[src/rtl/agu_exe_unit.sv]
// Load/store AGU: adds base + imm, runs one memory access, and formats the load result or reports the store.
// Latency is issue+2 plus memory wait cycles; agu_busy holds off issue until the op leaves RESP.
// Backpressure: mem_req stays up until mem_ack or TIMEOUT. Macro AGU_MISALIGN_TRAP_EN traps misaligned ops instead of aligning them.
module agu_exe_unit #(
  parameter int TIMEOUT = 255
) (
  input  logic        clk1,
  input  logic        reset,
  input  logic        if_iss,
  input  logic [5:0]  iss_rob_num,
  input  logic [5:0]  iss_rd,
  input  logic        iss_is_store,
  input  logic [1:0]  iss_size,
  input  logic        iss_unsigned,
  input  logic [4:0]  iss_st_num,
  input  logic [31:0] iss_base,
  input  logic [11:0] iss_imm,
  input  logic [31:0] iss_wdata,
  input  logic        rob_flush,
  output logic        agu_busy,
  output logic        mem_req,
  output logic        mem_we,
  output logic [31:0] mem_addr,
  output logic [3:0]  mem_be,
  output logic [31:0] mem_wdata,
  input  logic        mem_ack,
  input  logic [31:0] mem_rdata,
  output logic        hit_wb_agu,
  output logic [5:0]  rd_agu_wb,
  output logic [31:0] result_agu_wb,
  output logic [4:0]  store_exe_num,
  output logic        exc_valid,
  output logic [5:0]  exc_rob_num,
  output logic [1:0]  exc_code
);

  localparam int CW = (TIMEOUT < 2) ? 1 : $clog2(TIMEOUT);

  typedef enum logic [1:0] {S_IDLE, S_ACCESS, S_RESP} state_t;

  state_t      r_state, w_state_nxt;
  logic [5:0]  r_rob_num, r_rd;
  logic        r_is_store, r_unsigned, r_kill, r_exc;
  logic [1:0]  r_size, r_exc_code;
  logic [4:0]  r_st_num;
  logic [31:0] r_addr, r_wdata, r_rdata;
  logic [CW-1:0] r_tmo_cnt;

  logic        w_issue, w_trap, w_tmo, w_live;
  logic [1:0]  w_size;
  logic [31:0] w_addr_raw, w_addr_al, w_wdata, w_result;
  logic [3:0]  w_be;
  logic [15:0] w_lane;

  assign w_issue    = if_iss & ~rob_flush & (r_state == S_IDLE);
  assign w_size     = (iss_size == 2'd3) ? 2'd2 : iss_size;
  assign w_addr_raw = iss_base + {{20{iss_imm[11]}}, iss_imm};
  assign w_tmo      = (r_state == S_ACCESS) & ~mem_ack & (r_tmo_cnt == CW'(TIMEOUT - 1));
  assign w_live     = ~r_kill & ~rob_flush;

`ifdef AGU_MISALIGN_TRAP_EN
  logic w_misal;
  assign w_misal = ((w_size == 2'd1) & w_addr_raw[0]) | ((w_size == 2'd2) & (|w_addr_raw[1:0]));
  assign w_trap  = w_misal;
`else
  assign w_trap  = 1'b0;
`endif

  always_comb begin
    w_addr_al = w_addr_raw;
    if (w_size == 2'd1) w_addr_al[0] = 1'b0;
    if (w_size == 2'd2) w_addr_al[1:0] = 2'b00;
  end

  always_comb begin
    w_state_nxt = r_state;
    case (r_state)
      S_IDLE:   if (w_issue) w_state_nxt = w_trap ? S_RESP : S_ACCESS;
      S_ACCESS: if (mem_ack || w_tmo) w_state_nxt = S_RESP;
      S_RESP:   w_state_nxt = S_IDLE;
      default:  w_state_nxt = S_IDLE;
    endcase
  end

  always_ff @(posedge clk1 or negedge reset) begin
    if (!reset) begin
      r_state    <= S_IDLE;
      r_rob_num  <= '0;
      r_rd       <= '0;
      r_is_store <= 1'b0;
      r_unsigned <= 1'b0;
      r_size     <= '0;
      r_st_num   <= '0;
      r_addr     <= '0;
      r_wdata    <= '0;
      r_rdata    <= '0;
      r_kill     <= 1'b0;
      r_exc      <= 1'b0;
      r_exc_code <= '0;
      r_tmo_cnt  <= '0;
    end else begin
      r_state <= w_state_nxt;
      if (w_issue) begin
        r_rob_num  <= iss_rob_num;
        r_rd       <= iss_rd;
        r_is_store <= iss_is_store;
        r_unsigned <= iss_unsigned;
        r_size     <= w_size;
        r_st_num   <= iss_st_num;
        r_addr     <= w_addr_al;
        r_wdata    <= iss_wdata;
        r_kill     <= 1'b0;
        r_tmo_cnt  <= '0;
        r_exc      <= w_trap;
        r_exc_code <= w_trap ? 2'd1 : 2'd0;
      end else if (r_state == S_ACCESS) begin
        // A flush cannot abort the bus cycle; it only silences the RESP outputs.
        if (rob_flush) r_kill <= 1'b1;
        if (mem_ack) begin
          r_rdata <= mem_rdata;
        end else if (w_tmo) begin
          r_exc      <= 1'b1;
          r_exc_code <= 2'd2;
        end else begin
          r_tmo_cnt <= r_tmo_cnt + 1'b1;
        end
      end
    end
  end

  always_comb begin
    w_be    = 4'b1111;
    w_wdata = r_wdata;
    case (r_size)
      2'd0: begin
        w_be    = 4'b0001 << r_addr[1:0];
        w_wdata = {4{r_wdata[7:0]}};
      end
      2'd1: begin
        w_be    = 4'b0011 << r_addr[1:0];
        w_wdata = {2{r_wdata[15:0]}};
      end
      default: ;
    endcase
  end

  assign w_lane = 16'(r_rdata >> {r_addr[1:0], 3'b000});

  always_comb begin
    w_result = r_rdata;
    case (r_size)
      2'd0: w_result = r_unsigned ? {24'h0, w_lane[7:0]} : {{24{w_lane[7]}}, w_lane[7:0]};
      2'd1: w_result = r_unsigned ? {16'h0, w_lane} : {{16{w_lane[15]}}, w_lane};
      default: ;
    endcase
  end

  always_comb begin
    agu_busy      = (r_state != S_IDLE);
    mem_req       = 1'b0;
    mem_we        = 1'b0;
    mem_addr      = '0;
    mem_be        = '0;
    mem_wdata     = '0;
    hit_wb_agu    = 1'b0;
    rd_agu_wb     = '0;
    result_agu_wb = '0;
    store_exe_num = 5'h1F;
    exc_valid     = 1'b0;
    exc_rob_num   = '0;
    exc_code      = '0;
    case (r_state)
      S_ACCESS: begin
        mem_req   = 1'b1;
        mem_we    = r_is_store;
        mem_addr  = r_addr;
        mem_be    = w_be;
        mem_wdata = w_wdata;
      end
      S_RESP: begin
        if (w_live) begin
          if (r_exc) begin
            exc_valid   = 1'b1;
            exc_rob_num = r_rob_num;
            exc_code    = r_exc_code;
          end else if (r_is_store) begin
            store_exe_num = r_st_num;
          end else begin
            hit_wb_agu    = 1'b1;
            rd_agu_wb     = r_rd;
            result_agu_wb = w_result;
          end
        end
      end
      default: ;
    endcase
  end

endmodule

[config.mk]
export PLATFORM = sky130hd
export DESIGN_NAME = agu_exe_unit
export DESIGN_NICKNAME = d
export VERILOG_FILES = /design/src/rtl/agu_exe_unit.sv
export SDC_FILE = /design/constraint.sdc
export NUM_CORES = 1
export LEC_CHECK = 0
export CORE_ASPECT_RATIO = 0.7
export CORE_MARGIN = 3
export CORE_UTILIZATION = 51
export DETAILED_ROUTE_END_ITERATION = 16
export GPL_TIMING_DRIVEN = 1
export HOLD_SLACK_MARGIN = 0.1
export PLACE_DENSITY_LB_ADDON = 0.3
export SYNTH_ARGS = -nofsm -noshare
export SYNTH_HDL_FRONTEND = slang
export SYNTH_SLANG_ARGS = --single-unit
export TNS_END_PERCENT = 50
[constraint.sdc]
create_clock -name clk1 -period 3.9 [get_ports clk1]
set_input_delay 0.975 -clock clk1 [delete_from_list [all_inputs] [get_ports clk1]]
set_output_delay 0.975 -clock clk1 [all_outputs]
set_load 0.01 [all_outputs]
Word-level counts from Yosys, hierarchy flattened
Index checks and enable logic that the tools add are counted.
{ "totals": {"reg_bits": 131, "inputBits": 134, "output_inout_bits": 124, "elab_cells": 107} }
{ "op_classes": {"add_sub_neg": 2, "n_eq_ne": 11, "shift": 3, "muxes": 56, "bitwise_logic": 9, "reduce_logical": 12} }
{ "op_table": {"columns": ["operator", "n"], "rows": [
  ["$mux W32", 8],
  ["$pmux W32 S2", 2],
  ["$mux W6", 7],
  ["$add A32 B32 Y32", 1],
  ["$mux W8", 4],
  ["$shr A32 B5 Y16", 1],
  ["$mux W2", 11],
  ["$mux W5", 4],
  ["$mux W1", 17],
  ["$reduce_and A3 Y1", 3],
  ["$add A8 B1 Y8 const B", 1],
  ["$eq A8 B8 Y1 const B", 1],
  ["$pmux W4 S2", 1],
  ["$reduce_bool A2 Y1", 4],
  ["$eq A2 B1 Y1 const B", 3],
  ["$eq A2 B2 Y1 const B", 3],
  ["$ne A2 B2 Y1 const B", 3],
  ["$and A1 B1 Y1", 5],
  ["$logic_not A2 Y1", 2],
  ["$mux W4", 1],
  ["$not A1 Y1", 4],
  ["$pmux W2 S2", 1],
  ["$reduce_and A2 Y1", 2],
  ["$shl A1 B2 Y4 const A", 1],
  ["3 further kinds", 3]
]} }

Depth between registers and ports, before layout
Gate-level depths: netlist (run 1).
{ "depth": {"ltp_word": 7, "ltp_mapped": 10, "ltp_nobuf": 9} }

Worst setup path before layout (run 1)
Ideal clock, no wire load.
{ "synth_path": {"path_kind": "input to output", "startpoint": "input port rob_flush", "endpoint": "output port result_agu_wb[4]", "t_arrival_ns": 2.500, "t_required_ns": 2.925, "slack_ns": 0.425, "stages": 7, "path_buffers": 1, "cell_sequence": "nor4b_2 > nor2b_1 > nand2b_1 > inv_1 > clkbuf_1 > o21ai_0 > a21oi_1"} }
{ "synth_between": {"elab_chain_cells": 4} }
{ "synth_lines": {"columns": ["item", "line", "rtl"], "rows": [
  ["from (decl)", "19", "input logic rob_flush,"],
  ["$not A1 Y1", "59", "assign w_live = ~r_kill & ~rob_flush;"],
  ["$and A1 B1 Y1", "59", null],
  ["$mux W32", "181", "if (w_live) begin"],
  ["$mux W32", "172", "case (r_state)"],
  ["to (decl)", "30", "output logic [31:0] result_agu_wb,"]
]} }
No other way between the ends.

Worst setup path after layout (run 1)
{ "layout_path": {"startpoint": "register r_addr[0]", "endpoint": "output port result_agu_wb[14]"} }
{ "layout_between": {"elab_chain_cells": 7, "elab_cells_between_ends": 8, "classes_between": "shift (1); mux (7)"} }
{ "layout_lines": {"columns": ["item", "line", "rtl"], "rows": [
  ["from (decl)", "46", "logic [31:0] r_addr, r_wdata, r_rdata;"],
  ["from (signal assigned)", "110", "r_addr <= w_addr_al;"],
  ["$shr A32 B5 Y16 (*)", "147", "assign w_lane = 16'(r_rdata >> {r_addr[1:0], 3'b000});"],
  ["$mux W32 (on tied branches)", "153, 152", null],
  ["$pmux W32 S2 (*)", "151", "case (r_size)"],
  ["$mux W32 (*)", "186", "end else if (r_is_store) begin"],
  ["$mux W32 (*)", "182", "if (r_exc) begin"],
  ["$mux W32 (*)", "181", null],
  ["$mux W32 (*)", "172", null]
]} }
Mark *: on every way between the ends. The rest lies on a longest branch, timed or not.

==> results_dict.tcl, run 1 <==
set metrics [dict create \
    cp-start-kind "flip-flop" \
    powerDensity_mw_per_mm2 532 \
    required_ns 2.92 \
    h-tree-depth 4 \
    clock_latency_ns 0.41 \
    drive_gt1_share_pct 9.76 \
    die_w_um 158 \
    n_antenna_cell 0 \
    synth_edf_count 0 \
    syn_area_per_cell_sq_um 8.18 \
    antenna_found_initial 1 \
    worstHoldEndpoint "r_addr[19]" \
    p_int_mw 3.89 \
    overflow 0 \
    port_buffers 256 \
    dieArea_sq_mm 0.0177 \
    syn_area_sq_mm 0.00820 \
    synth.top_cell.area_share_pct 39.4 \
    rr_worst_depth 7 \
    drtAntennaViolNets 0 \
    finalHoldViolations 0 \
    clkSinkCount 129 \
    synth.top_cells.by_count "nand2_1, dfrtp_1, a21oi_1" \
    min-delay-path-class "flip-flop to flip-flop" \
    slew_viol_final 0 \
    drc 0 \
    timing.fmax_mhz 278 \
    crit_path_end_kind "output port" \
    finClkSkew_ns 0.00867 \
    grt_max_degree 79 \
    synthFlopType "dfrtp_1" \
    ys_ff_latch 129 \
    core_region_area_sq_mm 0.0156 \
    first_pass_iters 5 \
    worstMarginPinSlew_ns 0.752 \
    vias 8199 \
    synthTopCellsByArea "dfrtp_1, nand2_1, ha_1, a21oi_1, mux2_2" \
    grt_pass1_wl_um 41800 \
    ys_seq_area_share_pct 39.4 \
    viasPerCell 5.62 \
    swShare_pct 37.2 \
    cts_tree "done" \
    peakVddDrop_mv 0.368 \
    first_iter_violations 824 \
    power_frac_seq_pct 37.5 \
    cap_violations 0 \
    synth.most_common_cell "nand2_1" \
    yosysWarnings 0 \
    worstHoldPathCells 2 \
    clockBufferDepth 2 \
    row_count 38 \
    floorplan.initialDensity_pct 52.6 \
    slowest_delay_ns 0.57 \
    critPathKind "flip-flop to output port" \
    dp_cells 1426 \
    fin_ws_ns 0.308 \
    cp_num_buf_inv 2 \
    clkPwrFrac_pct 25.7 \
    layout.cells.non_filler 1460 \
    io_pins 258 \
    min_from "r_addr[19]" \
    timing.rr.start "r_state[0]" \
    postSynth.asyncResetShare_pct 100 \
    wirelength_um 26600 \
    syn_inst 1002 \
    path_cells "buf_4 > nand2b_1 > o21ai_0 > a22oi_1 > a21oi_1 > clkdlybuf4s50_1" \
    grt_pass1_vias 7680 \
    rsz0062_at_grt "false" \
    place_ws_ns -0.314 \
    critical_path.top_delay_family "buffers and inverters" \
    setup_viol 0 \
    critPathMaxFanout 19 \
    post-route-period-util_pct 92.1 \
    critical_path_arrival_ns 2.62 \
    synth_nets 1170 \
    root_buffer "clkbuf_16" \
    ys_types 62 \
    leakage_nw 5.40 \
    power.switching_mw 2.30 \
    reg2reg_slack_ns 1.62 \
    r2r_end "r_rdata[30]" \
    synth_top_area_cell "dfrtp_1" \
    crit_path_top_delay_cell "dfrtp_1" \
    clk_pin_slew_ns 0.06 \
    combPwrFrac_pct 36.8 \
    place_congestion 0.955 \
    cts_buffers 17 \
    period_needed_ns 3.59 \
    maxSlewHeadroom_pct 49.9 \
    dpl.hpwl_um 19600 \
    wl_per_cell_um 18.2 \
    die_h_um 112 \
    areaGrowthSynthToFinish_pct 42.0 \
    track_usage_pct 29.8 \
    nets 1415 \
    run_status "completed" \
]
flip-flops by register name, summed over array words and instances (netlist names):
register    cells
r_addr         32
r_exc           1
r_is_store      1
r_kill          1
r_rd            6
r_rdata        32
r_rob_num       6
r_size          2
r_st_num        5
r_state         2
r_tmo_cnt       8
r_unsigned      1
r_wdata        32
per-stage QoR:
| step | area [sq um] | hold slack [ns] | util, % | TNS (ns) | total power [mW] |
|---|---|---|---|---|---|
| 2_1_floorplan | 8200 | 0.437 | - | 0 | 3.54 |
| 3_3_place_gp | 11100 | 0.450 | 70.9 | -3.88 | 4.51 |
| 3_5_place_dp | 11100 | 0.459 | 70.9 | -8.73 | 4.57 |
| 4_1_cts | 11600 | 0.473 | 74.5 | 0 | 6.19 |
| 5_1_grt | 11600 | 0.491 | 74.6 | 0 | 6.58 |
| 6_report | 11600 | 0.468 | 74.6 | 0 | 6.19 |
power by group through the flow:
stage                     clock network, mW  registers (mW)  logic, mW
after floorplan                           0            2.12       1.41
after global placement                    0            2.30       2.21
after detailed placement                  0            2.31       2.26
after CTS                              1.62            2.30       2.27
after global routing                   1.68            2.38       2.51
final                                  1.59            2.32       2.28
what timing repair did:
action                                  in CTS  in global routing
pin swaps                                    1                  1
hold buffers                                 0                  0
setup buffers                                1                  1
endpoints found under the setup margin      44                 17
resized for setup                           40                  4
worst reg2reg max path: cells and delay by family (launching register included):
family	cells	cell delay [ns]
buf+inv	4	1.06
flops	1	0.42
mux	1	0.42
simple gates	2	0.26
kinds of logic (layout without fill, tap and decap cells):
family          count (synthesis)  after routing  share of synthesized area (%)
mux                            53             53                           7.11
simple gates                  444            444                           24.4
buf+inv                        88            346                           4.24
compound gates                226            226                           16.7
xor+xnor                       27             27                           2.88
other cells                     1              1                         0.0458
fa+ha+maj                      34             34                           5.28
flops                         129            129                           39.4
final cells by class:
type,instances,area [sq um]
clock buffer,18,429
clock inverter,14,158
fill,1190,3960
inverter,24,90.1
multi-input combinational,785,4640
sequential,129,3230
tap,200,250
timing repair buffer,290,2840
layer usage:
layer  vias up  wire (um)  global-route usage [%]  part of all wire, %
met1      3863      11900                    43.2                   45
met3        36       2260                    6.94                  8.5
li1       3929          -                       -                    -
met2       369      12000                    46.0                   45
met5         -          7                       0                0.026
met4         2        417                    6.76                  1.6
layout by cell type (no fill, tap or decap), drive strengths merged, types with 3 or more instances in the layout:
| cell type | instances |
|---|---|
| a21o | 18 |
| nor2 | 54 |
| xnor2 | 10 |
| nand2 | 257 |
| dlygate4sd2 | 38 |
| a22oi | 3 |
| nand4 | 13 |
| a21oi | 82 |
| a211o | 3 |
| or2 | 11 |
| dfrtp | 129 |
| buf | 35 |
| ha | 33 |
| mux2 | 32 |
| a31oi | 15 |
| o31ai | 5 |
| nand3 | 14 |
| clkdlybuf4s50 | 215 |
| o211ai | 14 |
| and2 | 51 |
| o21ai | 64 |
| clkbuf | 18 |
| clkinv | 6 |
| nand3b | 3 |
| nor2b | 6 |
| clkinvlp | 3 |
| mux2i | 20 |
| inv | 27 |
| a211oi | 4 |
| nand2b | 5 |
| nor3 | 6 |
| o21a | 4 |
| and3 | 12 |
| a311o | 3 |
| xor2 | 17 |
worst max path at each step:
| stage | slack, ns | cells past startpoint | startpoint | endpoint |
|---|---|---|---|---|
| floorplan | 0.42 | 7 | rob_flush | result_agu_wb[4] |
| global placement | -0.13 | 9 | rob_flush | result_agu_wb[23] |
| detailed placement | -0.31 | 9 | rob_flush | result_agu_wb[26] |
| CTS | 0.03 | 8 | rob_flush | hit_wb_agu |
| global route | 0.14 | 6 | r_addr[0] | result_agu_wb[14] |
| finish | 0.31 | 6 | r_addr[0] | result_agu_wb[14] |
Note: power is estimated with default switching activity, not from simulation.
==> inputs of run 2 (changes only) <==
CORE_ASPECT_RATIO = unset   (was 0.7)
==> run 2 against run 1 <==
Non-clock buffer count down 8. Setup slack got worse by 0.27 ns. Flip-flop and latch count did not move. Wire length is 3.9% lower. Clock power up 5%. Die area decreased by 0.13%. Total power is 0.52% higher. Final cell count rose by 0.27%. Design area down 0.13%. Core utilization rose by 0.44 points. Sequential power hardly changed. Via count rose by 0.49%. Critical endpoint is now hit_wb_agu. Largest cell class unchanged. Largest power group unchanged. Highest routed layer unchanged.
==> results_dict.tcl, run 2 (same netlist as run 1, synthesis figures left out) <==
set metrics [dict create \
    vias 8239 \
    fillers 1149 \
    areaGrowthSynthToFinish_pct 41.8 \
    final_cell_mix "nand2_1, clkdlybuf4s50_1, dfrtp_1" \
    required_ns 2.92 \
    place_ws_ns -0.230 \
    timing.fmax_mhz 259 \
    cts_buffers 17 \
    hold_ws_ns 0.468 \
    critical_path_arrival_ns 2.88 \
    drive_gt1_share_pct 9.42 \
    clk_pin_slew_ns 0.06 \
    floorplan.initialDensity_pct 52.9 \
    root_buffer "clkbuf_16" \
    io_pins 258 \
    clock_latency_ns 0.42 \
    leakage_nw 5.42 \
    port_buffers 256 \
    worstMarginPinSlew_ns 0.755 \
    fin_ws_ns 0.0411 \
    dpl.hpwl_um 18500 \
    final_common_cell "nand2_1" \
    min-delay-path-class "flip-flop to flip-flop" \
    row_count 45 \
    nets 1407 \
    grt_max_degree 78 \
    wirelength_um 25500 \
    maxSlewHeadroom_pct 49.7 \
    crit_path_end_kind "output port" \
    power.switching_mw 2.26 \
    cts_tree "done" \
    run_status "completed" \
    viasPerCell 5.63 \
    clkPwrFrac_pct 26.9 \
    place_congestion 0.926 \
    grt_pass1_vias 7837 \
    die_w_um 133 \
    finClkSkew_ns 0.00991 \
    period_needed_ns 3.86 \
    post-route-period-util_pct 98.9 \
    power_frac_seq_pct 37.2 \
    die_h_um 133 \
    clkSinkCount 129 \
    overflow 0 \
    finalHoldViolations 0 \
    cp-start-kind "input port" \
    powerDensity_mw_per_mm2 535 \
    antenna_found_initial 2 \
    critPathMaxFanout 10 \
    swShare_pct 36.4 \
    track_usage_pct 28.2 \
    slew_viol_final 0 \
    dieArea_sq_mm 0.0176 \
    cts_hold_buf 0 \
    combPwrFrac_pct 36.0 \
    setup_viol 0 \
    clockBufferDepth 2 \
    h-tree-depth 4 \
    peakVddDrop_mv 0.330 \
    tns_ns 0 \
    grt_pass1_wl_um 40400 \
    first_pass_iters 6 \
    cts_setup_buffers 0 \
    drtAntennaViolNets 0 \
    p_int_mw 3.96 \
    wl_per_cell_um 17.4 \
    cap_violations 0 \
    reg_top3 "r_addr: 32 flops, r_rdata: 32 flops, r_wdata: 32 flops" \
    first_iter_violations 653 \
    core_region_area_sq_mm 0.0155 \
    drc 0 \
    critPathKind "input port to output port" \
]
run 2: cell types whose count changed in the layout (fill, tap and decap cells not counted), sizes merged, moves of 2 or more:
| cell | previous run | this run |
|---|---|---|
| buf | 35 | 27 |
| dlymetal6s2s | 2 | 4 |
| dlygate4sd2 | 38 | 31 |
| clkdlybuf4s50 | 215 | 217 |
| clkdlybuf4s15 | 0 | 2 |
| clkinv | 6 | 4 |
run 2: worst max-delay path: stages:
cell	delay, ns
clkdlybuf4s50_1	0.47
nor4b_4	0.27
nor2b_4	0.21
nand2b_1	0.14
inv_2	0.10
buf_4	0.16
clkdlybuf4s50_1	0.55
run 2: power groups by stage:
stage	sequential, mW	combinational [mW]	clock (mW)
CTS	2.29	2.24	1.69
detailed placement	2.31	2.22	0
global placement	2.28	2.16	0
floorplan	2.12	1.41	0
global route	2.37	2.47	1.75
finish	2.31	2.24	1.67
run 2: what timing repair did:
action / in CTS / in global routing
gates cloned: 0 / 0
endpoints found under the setup margin: 38 / 41
resized for setup: 36 / 10
pin swaps: 1 / 0
run 2: worst paths after layout:
| check | slack (ns) | cells after the start | start | endpoint |
|---|---|---|---|---|
| max | 0.04 | 7 | rob_flush | hit_wb_agu |
| min | 0.47 | 2 | r_addr[3] | r_addr[3] |
| min reg2reg | 0.47 | 2 | r_addr[3] | r_addr[3] |
| max in group asynchronous | 2.54 | 2 | reset | r_addr[20] |
| min in group asynchronous | 0.58 | 1 | reset | r_rdata[18] |
| max reg2reg | 1.78 | 4 | r_state[0] | r_addr[30] |
run 2: area by class of cell:
cell class | instances | area, sq um | share of cell area (%)
multi-input combinational | 785 | 4640 | 40.0
sequential | 129 | 3230 | 27.8
timing repair buffer | 282 | 2780 | 23.9
clock buffer | 18 | 439 | 3.78
tap | 211 | 264 | 2.27
clock inverter | 14 | 179 | 1.54
inverter | 24 | 90.1 | 0.775
antenna | 1 | 2.50 | 0.0215
run 2: per-stage QoR:
stage | utilization [%] | cell area [sq um] | total power, mW | cells
2_1_floorplan | - | 8200 | 3.54 | 1002
3_3_place_gp | 71.2 | 11000 | 4.44 | 1431
3_5_place_dp | 71.2 | 11000 | 4.52 | 1431
4_1_cts | 74.9 | 11600 | 6.22 | 1463
5_1_grt | 75.1 | 11600 | 6.59 | 1464
6_report | 75.1 | 11600 | 6.22 | 1464
run 2: metal layers:
layer / GRT usage (%) / up-vias / routed length [um]
met4: 8.66 / 2 / 552
met2: 46.2 / 365 / 12300
met1: 37.0 / 3917 / 10700
li1: - / 3903 / -
met3: 7.00 / 52 / 1930
met5: 0 / - / 13
==> inputs of run 3 (changes only) <==
CAP_MARGIN = 20   (was unset)
==> results of run 3 <==
Final layout, timing and power as in run 2 (identical DEF).
